--- src/rtl/elastic_reg_pipe_pkg.sv ---
// Shared types and helpers for the elastic register pipeline.
package elastic_reg_pipe_pkg;

  typedef enum logic [1:0] {
    OCC_HOLD = 2'd0,
    OCC_INC  = 2'd1,
    OCC_DEC  = 2'd2,
    OCC_CLR  = 2'd3
  } occ_op_e;

  // Flush wins; simultaneous input and output handshakes cancel out.
  function automatic occ_op_e occ_op(input logic flush, input logic in_hs, input logic out_hs);
    if (flush) return OCC_CLR;
    if (in_hs && !out_hs) return OCC_INC;
    if (out_hs && !in_hs) return OCC_DEC;
    return OCC_HOLD;
  endfunction

endpackage

--- src/rtl/elastic_reg_pipe_stage.sv ---
// One pipeline stage: a valid bit plus a W-bit data register.
module elastic_reg_stage #(
  parameter int unsigned   W         = 8,
  parameter logic [W-1:0]  RESET_VAL = '0
) (
  input  logic         clk,
  input  logic         rst,
  input  logic         flush,
  input  logic         load,
  input  logic         up_valid,
  input  logic [W-1:0] up_data,
  output logic         valid,
  output logic [W-1:0] data
);

  always_ff @(posedge clk or posedge rst) begin
    if (rst) begin
      valid <= 1'b0;
      data  <= RESET_VAL;
    end else if (flush) begin
      valid <= 1'b0;
      data  <= RESET_VAL;
    end else if (load) begin
      valid <= up_valid;
      // Bubbles pass through the valid bit only; the data register keeps its last word.
      if (up_valid) data <= up_data;
    end
  end

endmodule

--- src/rtl/elastic_reg_pipe.sv ---
// DEPTH-stage valid/ready register pipeline with bubble collapsing, flush and occupancy count.
module elastic_reg_pipe
  import elastic_reg_pipe_pkg::*;
#(
  parameter int unsigned   W         = 8,
  parameter int unsigned   DEPTH     = 4,
  parameter logic [W-1:0]  RESET_VAL = '0,
  parameter int unsigned   CW        = $clog2(DEPTH + 1)
) (
  input  logic          clk,
  input  logic          rst,
  input  logic          flush,
  input  logic          in_valid,
  output logic          in_ready,
  input  logic [W-1:0]  in_data,
  output logic          out_valid,
  input  logic          out_ready,
  output logic [W-1:0]  out_data,
  output logic [CW-1:0] occupancy
);

  logic [DEPTH-1:0] v;
  logic [DEPTH-1:0] adv;
  logic [DEPTH-1:0] up_v;
  logic [W-1:0]     d    [DEPTH];
  logic [W-1:0]     up_d [DEPTH];
  logic             in_hs;
  logic             out_hs;

  // Advance chain: a stage may load if it is empty or everything downstream moves.
  always_comb begin : adv_chain
    logic a;
    a              = !v[DEPTH-1] || out_ready;
    adv            = '0;
    adv[DEPTH-1]   = a;
    for (int k = int'(DEPTH) - 2; k >= 0; k--) begin
      a      = !v[k] || a;
      adv[k] = a;
    end
  end

  for (genvar k = 0; k < DEPTH; k++) begin : g_stage
    if (k == 0) begin : g_head
      assign up_v[k] = in_valid;
      assign up_d[k] = in_data;
    end else begin : g_body
      assign up_v[k] = v[k-1];
      assign up_d[k] = d[k-1];
    end

    elastic_reg_stage #(
      .W         (W),
      .RESET_VAL (RESET_VAL)
    ) u_stage (
      .clk      (clk),
      .rst      (rst),
      .flush    (flush),
      .load     (adv[k]),
      .up_valid (up_v[k]),
      .up_data  (up_d[k]),
      .valid    (v[k]),
      .data     (d[k])
    );
  end

  assign in_ready  = adv[0] && !flush && !rst;
  assign out_valid = v[DEPTH-1];
  assign out_data  = d[DEPTH-1];
  assign in_hs     = in_valid && in_ready;
  assign out_hs    = out_valid && out_ready;

  // Occupancy tracks handshakes rather than recounting valid bits.
  always_ff @(posedge clk or posedge rst) begin
    if (rst) begin
      occupancy <= '0;
    end else begin
      unique case (occ_op(flush, in_hs, out_hs))
        OCC_CLR:  occupancy <= '0;
        OCC_INC:  occupancy <= occupancy + CW'(1);
        OCC_DEC:  occupancy <= occupancy - CW'(1);
        default:  occupancy <= occupancy;
      endcase
    end
  end

endmodule

--- config.mk ---
export PLATFORM = sky130hd
export DESIGN_NAME = elastic_reg_pipe
export DESIGN_NICKNAME = d
export VERILOG_FILES = /design/src/rtl/elastic_reg_pipe_pkg.sv /design/src/rtl/elastic_reg_pipe_stage.sv /design/src/rtl/elastic_reg_pipe.sv
export SDC_FILE = /design/constraint.sdc
export NUM_CORES = 1
export LEC_CHECK = 0
export ABC_CLOCK_PERIOD_IN_PS = 3000
export CORE_MARGIN = 5
export CORE_UTILIZATION = 35
export CTS_BUF_LIST = sky130_fd_sc_hd__clkbuf_16
export CTS_CLUSTER_DIAMETER = 100
export DETAILED_ROUTE_END_ITERATION = 10
export GPL_TIMING_DRIVEN = 0
export PLACE_DENSITY = 0.59
export SLEW_MARGIN = 20
export SYNTH_ARGS = -nofsm -noshare
export SYNTH_HDL_FRONTEND = slang
export SYNTH_SLANG_ARGS = --single-unit
--- constraint.sdc ---
create_clock -name clk -period 3 [get_ports clk]
set_clock_uncertainty 0.05 [all_clocks]
set_input_delay 0.45 -clock clk [delete_from_list [all_inputs] [get_ports clk]]
set_output_delay 0.45 -clock clk [all_outputs]
set_load 0.005 [all_outputs]
==> Word-level counts from Yosys, hierarchy flattened <==
Index checks and enable logic that the tools add are counted.
{ "totals": {"input_bits": 13, "out_inout_bits": 13, "reg_bits": 39, "elab_cells": 78} }
{ "op_classes": {"muxes": 33, "n_eq_ne": 3, "reduce_logical": 31, "addsub": 2} }
{ "op_table": {"columns": ["op", "count"], "rows": [
  ["8-bit two-way mux", 12],
  ["2-bit nonzero test", 8],
  ["1-bit two-way mux", 14],
  ["2-bit two-way mux", 6],
  ["3-bit case mux with 3 select lines", 1],
  ["1-bit zero test", 8],
  ["2-bit AND reduction", 4],
  ["1-bit logical AND", 6],
  ["2-bit == test, second input constant", 2],
  ["1-bit logical OR", 4],
  ["3-bit by 1-bit adder with 3-bit output, second input constant", 1],
  ["3-bit nonzero test", 1],
  ["3-bit by 1-bit subtractor with 3-bit output, second input constant", 1],
  ["2-bit by 1-bit == test with 1-bit output, second input constant", 1]
]} }

==> Logic depth before layout (Yosys ltp) <==
{ "logic_depth": {"word_depth": 18, "depth_mapped": 10, "mapped_depth_nobuf": 9} }

==> Modules after synthesis <==
Synthesis repeated with hierarchy kept, for this count alone.
{ "hier_totals": {"cells_unflattened": 193, "hier_area_um2": 2094.5} }
{ "modules_own_cells": {"columns": ["module", "instances", "area_per_inst_um2", "seq_area_each_um2", "cells_per_inst"], "rows": [
  ["elastic_reg_stage", 4, 455.4, 225.2, 41],
  ["elastic_reg_pipe", 1, 272.8, 75.1, 29]
]} }

==> Least setup slack after synthesis <==
OpenSTA, ideal clock, no wires.
{ "synth_path": {"path_kind": "input -> register", "from": "input out_ready", "to": "register occupancy[2]", "arrival_time_ns": 2.166, "setup_slack_ns": 0.657, "t_required_ns": 2.823, "cell_stages": 10, "setup_ns": 0.127, "cell_sequence": "and4b_1 > buf_6 > a21oi_1 > a31oi_1 > ha_1 > inv_1 > fa_1 > xnor2_1 > mux2i_1 > o21ai_0"} }
{ "synth_between": {"elab_chain_cells": 17, "word_cells_on_any_way": 27} }
{ "synth_lines": {"columns": ["element", "line_no", "rtl"], "rows": [
  ["start: declaration", "elastic_reg_pipe.sv:17", "input logic out_ready,"],
  ["1-bit logical OR", "elastic_reg_pipe.sv:33", "a = !v[DEPTH-1] || out_ready;"],
  ["1-bit logical OR (3 in a row)", "elastic_reg_pipe.sv:37", "a = !v[k] || a;"],
  ["1-bit logical AND (2 in a row)", "elastic_reg_pipe.sv:66", "assign in_ready = adv[0] && !flush && !rst;"],
  ["1-bit logical AND", "elastic_reg_pipe.sv:69", "assign in_hs = in_valid && in_ready;"],
  ["1-bit zero test", "elastic_reg_pipe_pkg.sv:15", "if (out_hs && !in_hs) return OCC_DEC;"],
  ["1-bit logical AND", "elastic_reg_pipe_pkg.sv:15", null],
  ["1-bit two-way mux (2 in a row)", "elastic_reg_pipe_pkg.sv:15", null],
  ["1-bit two-way mux", "elastic_reg_pipe_pkg.sv:14", "if (in_hs && !out_hs) return OCC_INC;"],
  ["2-bit two-way mux", "elastic_reg_pipe_pkg.sv:16", "return OCC_HOLD;"],
  ["2-bit two-way mux (*)", "elastic_reg_pipe_pkg.sv:15", null],
  ["2-bit two-way mux (*)", "elastic_reg_pipe_pkg.sv:14", null],
  ["2-bit == test / 2-bit by 1-bit == test with 1-bit output (equally long branches)", "elastic_reg_pipe.sv:77", "unique case (occ_op(flush, in_hs, out_hs))"],
  ["3-bit case mux with 3 select lines / 3-bit nonzero test (equally long branches)", null, null],
  ["end signal: assignment", "elastic_reg_pipe.sv:79", "OCC_INC: occupancy <= occupancy + CW'(1);"],
  ["end signal: assignment", "elastic_reg_pipe.sv:80", "OCC_DEC: occupancy <= occupancy - CW'(1);"],
  ["end signal: assignment", "elastic_reg_pipe.sv:81", "default: occupancy <= occupancy;"],
  ["end: declaration", "elastic_reg_pipe.sv:19", "output logic [CW-1:0] occupancy"]
]} }
Every way passes the cells marked *; elsewhere a longest branch is shown, timed or not. The select of a mux whose other input is x is not followed.
A chain may end at the register's enable or synchronous reset.

==> Worst setup path after layout <==
{ "layout_path": {"from": "input out_ready", "to": "output in_ready"} }
{ "layout_between": {"elab_chain_cells": 6} }
{ "layout_lines": {"columns": ["element", "line_no", "rtl"], "rows": [
  ["1-bit logical OR", "elastic_reg_pipe.sv:33", null],
  ["1-bit logical OR (3 in a row)", "elastic_reg_pipe.sv:37", null],
  ["1-bit logical AND (2 in a row)", "elastic_reg_pipe.sv:66", null],
  ["end: declaration", "elastic_reg_pipe.sv:14", "output logic in_ready,"]
]} }
No other way between the ends.

==> impl_metrics.xml <==
<?xml version="1.0" encoding="UTF-8"?>
<metrics>
  <group name="sta">
    <metric name="final.period_utilization" unit="%">93.2</metric>
    <metric name="achievable_freq" unit="GHz">0.358</metric>
    <metric name="finalHoldViolations" unit="">0</metric>
    <metric name="setup_viol_count_final" unit="">0</metric>
    <metric name="slew-limit-headroom" unit="%">66.4</metric>
    <metric name="tightest_slew" unit="ps">504</metric>
    <metric name="report.final.slew_viol_count" unit="">0</metric>
    <metric name="finalCriticalPeriod" unit="ps">2790</metric>
    <metric name="total_negative_setup_slacks" unit="ps">0</metric>
    <metric name="rsz0062_at_grt" unit="">no</metric>
  </group>
  <group name="yosys">
    <metric name="ys.flop_type" unit="">sky130_fd_sc_hd__dfrtp_1</metric>
    <metric name="yosys.area.top_type" unit="">sky130_fd_sc_hd__dfrtp_1</metric>
    <metric name="synth_enable_flop_cells" unit="">0</metric>
    <metric name="synth_area" unit="sq mm">0.00200</metric>
    <metric name="avgSynthCellArea" unit="sq um">9.98</metric>
    <metric name="synthesis.yosys.warnings" unit="">0</metric>
    <metric name="synth_fp_nets" unit="">216</metric>
    <metric name="postSynthRegisterBits" unit="">39</metric>
    <metric name="synth_area_leaders" unit="">sky130_fd_sc_hd__dfrtp_1 49%, sky130_fd_sc_hd__mux2i_1 4.5%, sky130_fd_sc_hd__nand3_1 4.0%</metric>
    <metric name="synth-async-reset-ratio" unit="%">100</metric>
    <metric name="syn_inst" unit="">200</metric>
    <metric name="synth_cell_types" unit="">33</metric>
    <metric name="ys_seq_area_share" unit="%">48.9</metric>
    <metric name="top_cell_type_s_share_of_synthesized_area" unit="%">48.9</metric>
  </group>
  <group name="placed_design">
    <metric name="placed_cells_incl_taps" unit="">298</metric>
    <metric name="final_weighted_congestion_of_routability_driven_global_placement" unit="">0.748</metric>
    <metric name="place.port_buffers" unit="">25</metric>
    <metric name="post-dp-hpwl" unit="um">3010</metric>
  </group>
  <group name="grt">
    <metric name="antenna_found_initial" unit="">0</metric>
    <metric name="grt_first_pass_wirelength" unit="um">7080</metric>
    <metric name="global_route.usage.total" unit="%">12.1</metric>
    <metric name="via_count_of_the_first_global_routing_pass" unit="">1479</metric>
    <metric name="overflow" unit="">0</metric>
    <metric name="largest_net_degree_at_the_start_of_global_routing" unit="">36</metric>
  </group>
  <group name="floorplan">
    <metric name="floorplan.core_area" unit="sq mm">0.00554</metric>
    <metric name="dieArea" unit="sq mm">0.00732</metric>
    <metric name="die_h" unit="um">85.5</metric>
    <metric name="io_pins" unit="">26</metric>
    <metric name="die_width" unit="um">85.5</metric>
    <metric name="floorplan.rows" unit="">27</metric>
    <metric name="effective_utilization_at_floorplan" unit="%">36.0</metric>
  </group>
  <group name="cts">
    <metric name="cts.root.buffer_cell" unit="">sky130_fd_sc_hd__clkbuf_16</metric>
    <metric name="clockBufferDepth" unit="">2</metric>
    <metric name="cts-buffers-inserted" unit="">5</metric>
    <metric name="clkSlewWorstSetupHoldPaths" unit="ps">60</metric>
    <metric name="cts.htree.levels" unit="">2</metric>
    <metric name="numClockSinks" unit="">39</metric>
    <metric name="insertion_delay" unit="ps">280</metric>
    <metric name="tritoncts_clock_tree" unit="">built</metric>
  </group>
  <group name="final_layout">
    <metric name="fillerInstances" unit="">546</metric>
    <metric name="layout-drive-gt1-share" unit="%">14.5</metric>
    <metric name="number_of_antenna_diodes" unit="">0</metric>
    <metric name="final_net_count" unit="">249</metric>
    <metric name="finalCoreUtilization" unit="%">45.3</metric>
    <metric name="syn2layout_area_growth" unit="%">25.6</metric>
    <metric name="most-common-layout-cells" unit="">39 x sky130_fd_sc_hd__dfrtp_1, 25 x sky130_fd_sc_hd__clkdlybuf4s50_1, 20 x sky130_fd_sc_hd__nand2_1</metric>
    <metric name="stdcell_count" unit="">306</metric>
    <metric name="most_common_cell_after_layout_fill_and_taps_aside" unit="">sky130_fd_sc_hd__dfrtp_1</metric>
  </group>
  <group name="routing">
    <metric name="dr_total_vias" unit="">1521</metric>
    <metric name="detail_route.wl_per_cell" unit="um">13.4</metric>
    <metric name="ant_nets" unit="">0</metric>
    <metric name="via_per_inst" unit="">4.97</metric>
    <metric name="1st_iter_drt_viols" unit="">76</metric>
    <metric name="detail_route.first_pass.iterations" unit="">4</metric>
    <metric name="wirelength" unit="um">4100</metric>
    <metric name="remaining_drc_errors" unit="">0</metric>
  </group>
  <group name="setup_path">
    <metric name="setup.worst_path.start_class" unit="">primary input</metric>
    <metric name="timing.critical_path.slowest_stage_cell" unit="">sky130_fd_sc_hd__clkdlybuf4s50_1</metric>
    <metric name="cp_num_buf_inv" unit="">3</metric>
    <metric name="r2r_cells" unit="">10</metric>
    <metric name="cp_top_family" unit="">buffers and inverters</metric>
    <metric name="crit_path_cell_trace" unit="">clkdlybuf4s50_1 -&gt; and4b_1 -&gt; buf_6 -&gt; a21oi_1 -&gt; and2_1 -&gt; clkdlybuf4s50_1</metric>
    <metric name="cp.arrival" unit="ps">2290</metric>
    <metric name="worstSetupPathDepth" unit="">6</metric>
    <metric name="element_type_at_the_critical_path_end" unit="">primary output</metric>
    <metric name="largest_stage_delay_on_the_critical_path" unit="ps">580</metric>
    <metric name="timing.critical_path.required" unit="ps">2500</metric>
    <metric name="crit_path_max_fanout" unit="">10</metric>
    <metric name="crit_type" unit="">in2out</metric>
    <metric name="critical_path.most_common_cell" unit="">sky130_fd_sc_hd__clkdlybuf4s50_1</metric>
  </group>
  <group name="pwr">
    <metric name="p_total" unit="mW">1.26</metric>
    <metric name="pwr_density_cell" unit="mW/mm^2">502</metric>
    <metric name="max-vdd-ir-drop" unit="mV">0.207</metric>
    <metric name="leakage" unit="nW">1.05</metric>
  </group>
  <group name="run">
    <metric name="maxCapViolations" unit="">0</metric>
  </group>
  <group name="min_path">
    <metric name="hold_class" unit="">in2async</metric>
  </group>
  <group name="run_status">
    <metric name="status" unit="">completed</metric>
  </group>
</metrics>
[worst reg2reg max path, delay by kind of cell (launching register included)]
kind	cells	cell delay, ps
buffers and inverters	2	220
multiplexers	1	190
AND/OR/NAND/NOR	1	280
flip-flops	1	470
adder cells (fa/ha/maj)	2	600
XOR/XNOR	1	180
AO/OA/AOI/OAI	3	410
[through the flow]
step,hold WS [ps],instance area (sq um),setup WS [ps]
floorplan,416,2000,657
global placement,429,2340,-74.8
detailed placement,434,2360,-117
CTS,394,2500,166
global route,431,2510,28.3
finish,388,2510,205
[cells by family (layout without fill, tap and decap cells)]
group | count (synthesis) | in the layout | synth area share [%]
flip-flops | 39 | 39 | 48.9
XOR/XNOR | 1 | 1 | 0.439
AO/OA/AOI/OAI | 50 | 50 | 16.7
AND/OR/NAND/NOR | 67 | 67 | 17.9
buffers and inverters | 31 | 65 | 9.40
multiplexers | 9 | 9 | 4.51
adder cells (fa/ha/maj) | 3 | 3 | 2.26
[power by group]
part | internal (mW) | leakage, nW | switching [mW]
registers | 0.554 | 0.529 | 0.0233
logic | 0.0844 | 0.459 | 0.0839
clock network | 0.306 | 0.0658 | 0.207
[layer usage]
layer | vias to the layer above | track usage (%) | share of wire [%]
li1 | 775 | - | -
met2 | 34 | 20.1 | 48
met3 | 6 | 3.27 | 5.0
met4 | 0 | 3.88 | 1.2
met5 | - | 0 | 0
met1 | 706 | 15.3 | 46
[cells in the mapped netlist (2+ instances only)]
cell type                  count
sky130_fd_sc_hd__dfrtp_1      39
sky130_fd_sc_hd__nand2_1      20
sky130_fd_sc_hd__nand3_1      16
sky130_fd_sc_hd__a21oi_1      12
sky130_fd_sc_hd__buf_4         9
sky130_fd_sc_hd__mux2i_1       9
sky130_fd_sc_hd__o211ai_1      9
sky130_fd_sc_hd__o21ai_0       9
sky130_fd_sc_hd__a22o_1        8
sky130_fd_sc_hd__a31oi_1       8
sky130_fd_sc_hd__nand4_1       8
sky130_fd_sc_hd__inv_1         7
sky130_fd_sc_hd__nor3b_1       7
sky130_fd_sc_hd__buf_2         6
sky130_fd_sc_hd__nor2_1        6
sky130_fd_sc_hd__buf_6         4
sky130_fd_sc_hd__clkbuf_1      4
sky130_fd_sc_hd__and2_1        2
sky130_fd_sc_hd__ha_1          2
sky130_fd_sc_hd__nor2b_1       2
[final timing paths]
path	startpoint	slack, ps	end
setup / recovery	out_ready	210	in_ready
hold / removal	rst	390	g_stage[0].u_stage.data[5]
setup reg to reg	g_stage[3].u_stage.valid	490	occupancy[2]
hold reg to reg	g_stage[1].u_stage.data[4]	450	g_stage[2].u_stage.data[4]
max in group asynchronous	rst	2100	g_stage[2].u_stage.data[5]
min in group clk	g_stage[1].u_stage.data[4]	450	g_stage[2].u_stage.data[4]
[what timing repair did]
action / in CTS / in global routing
gates resized for setup: 0 / 1
hold buffers: 0 / 0
setup buffers: 0 / 0
setup endpoints to repair: 0 / 1
endpoints found under the hold margin: 0 / 0
[flip-flops by register name, summed over array words and instances (netlist names)]
signal and flops:
occupancy 3, g_stage.u_stage.valid 4, g_stage.u_stage.data 32
[layout make-up]
class	count	area, sq um	share of cell area, %
tap	72	90.1	3.59
multi-input combinational	130	840	33.5
clock inverter	3	20.0	0.798
buffer	23	158	6.28
clock buffer	5	125	4.99
timing repair buffer	26	270	10.8
sequential	39	976	38.9
inverter	8	30.0	1.20
(Power assumes the default switching activity.)
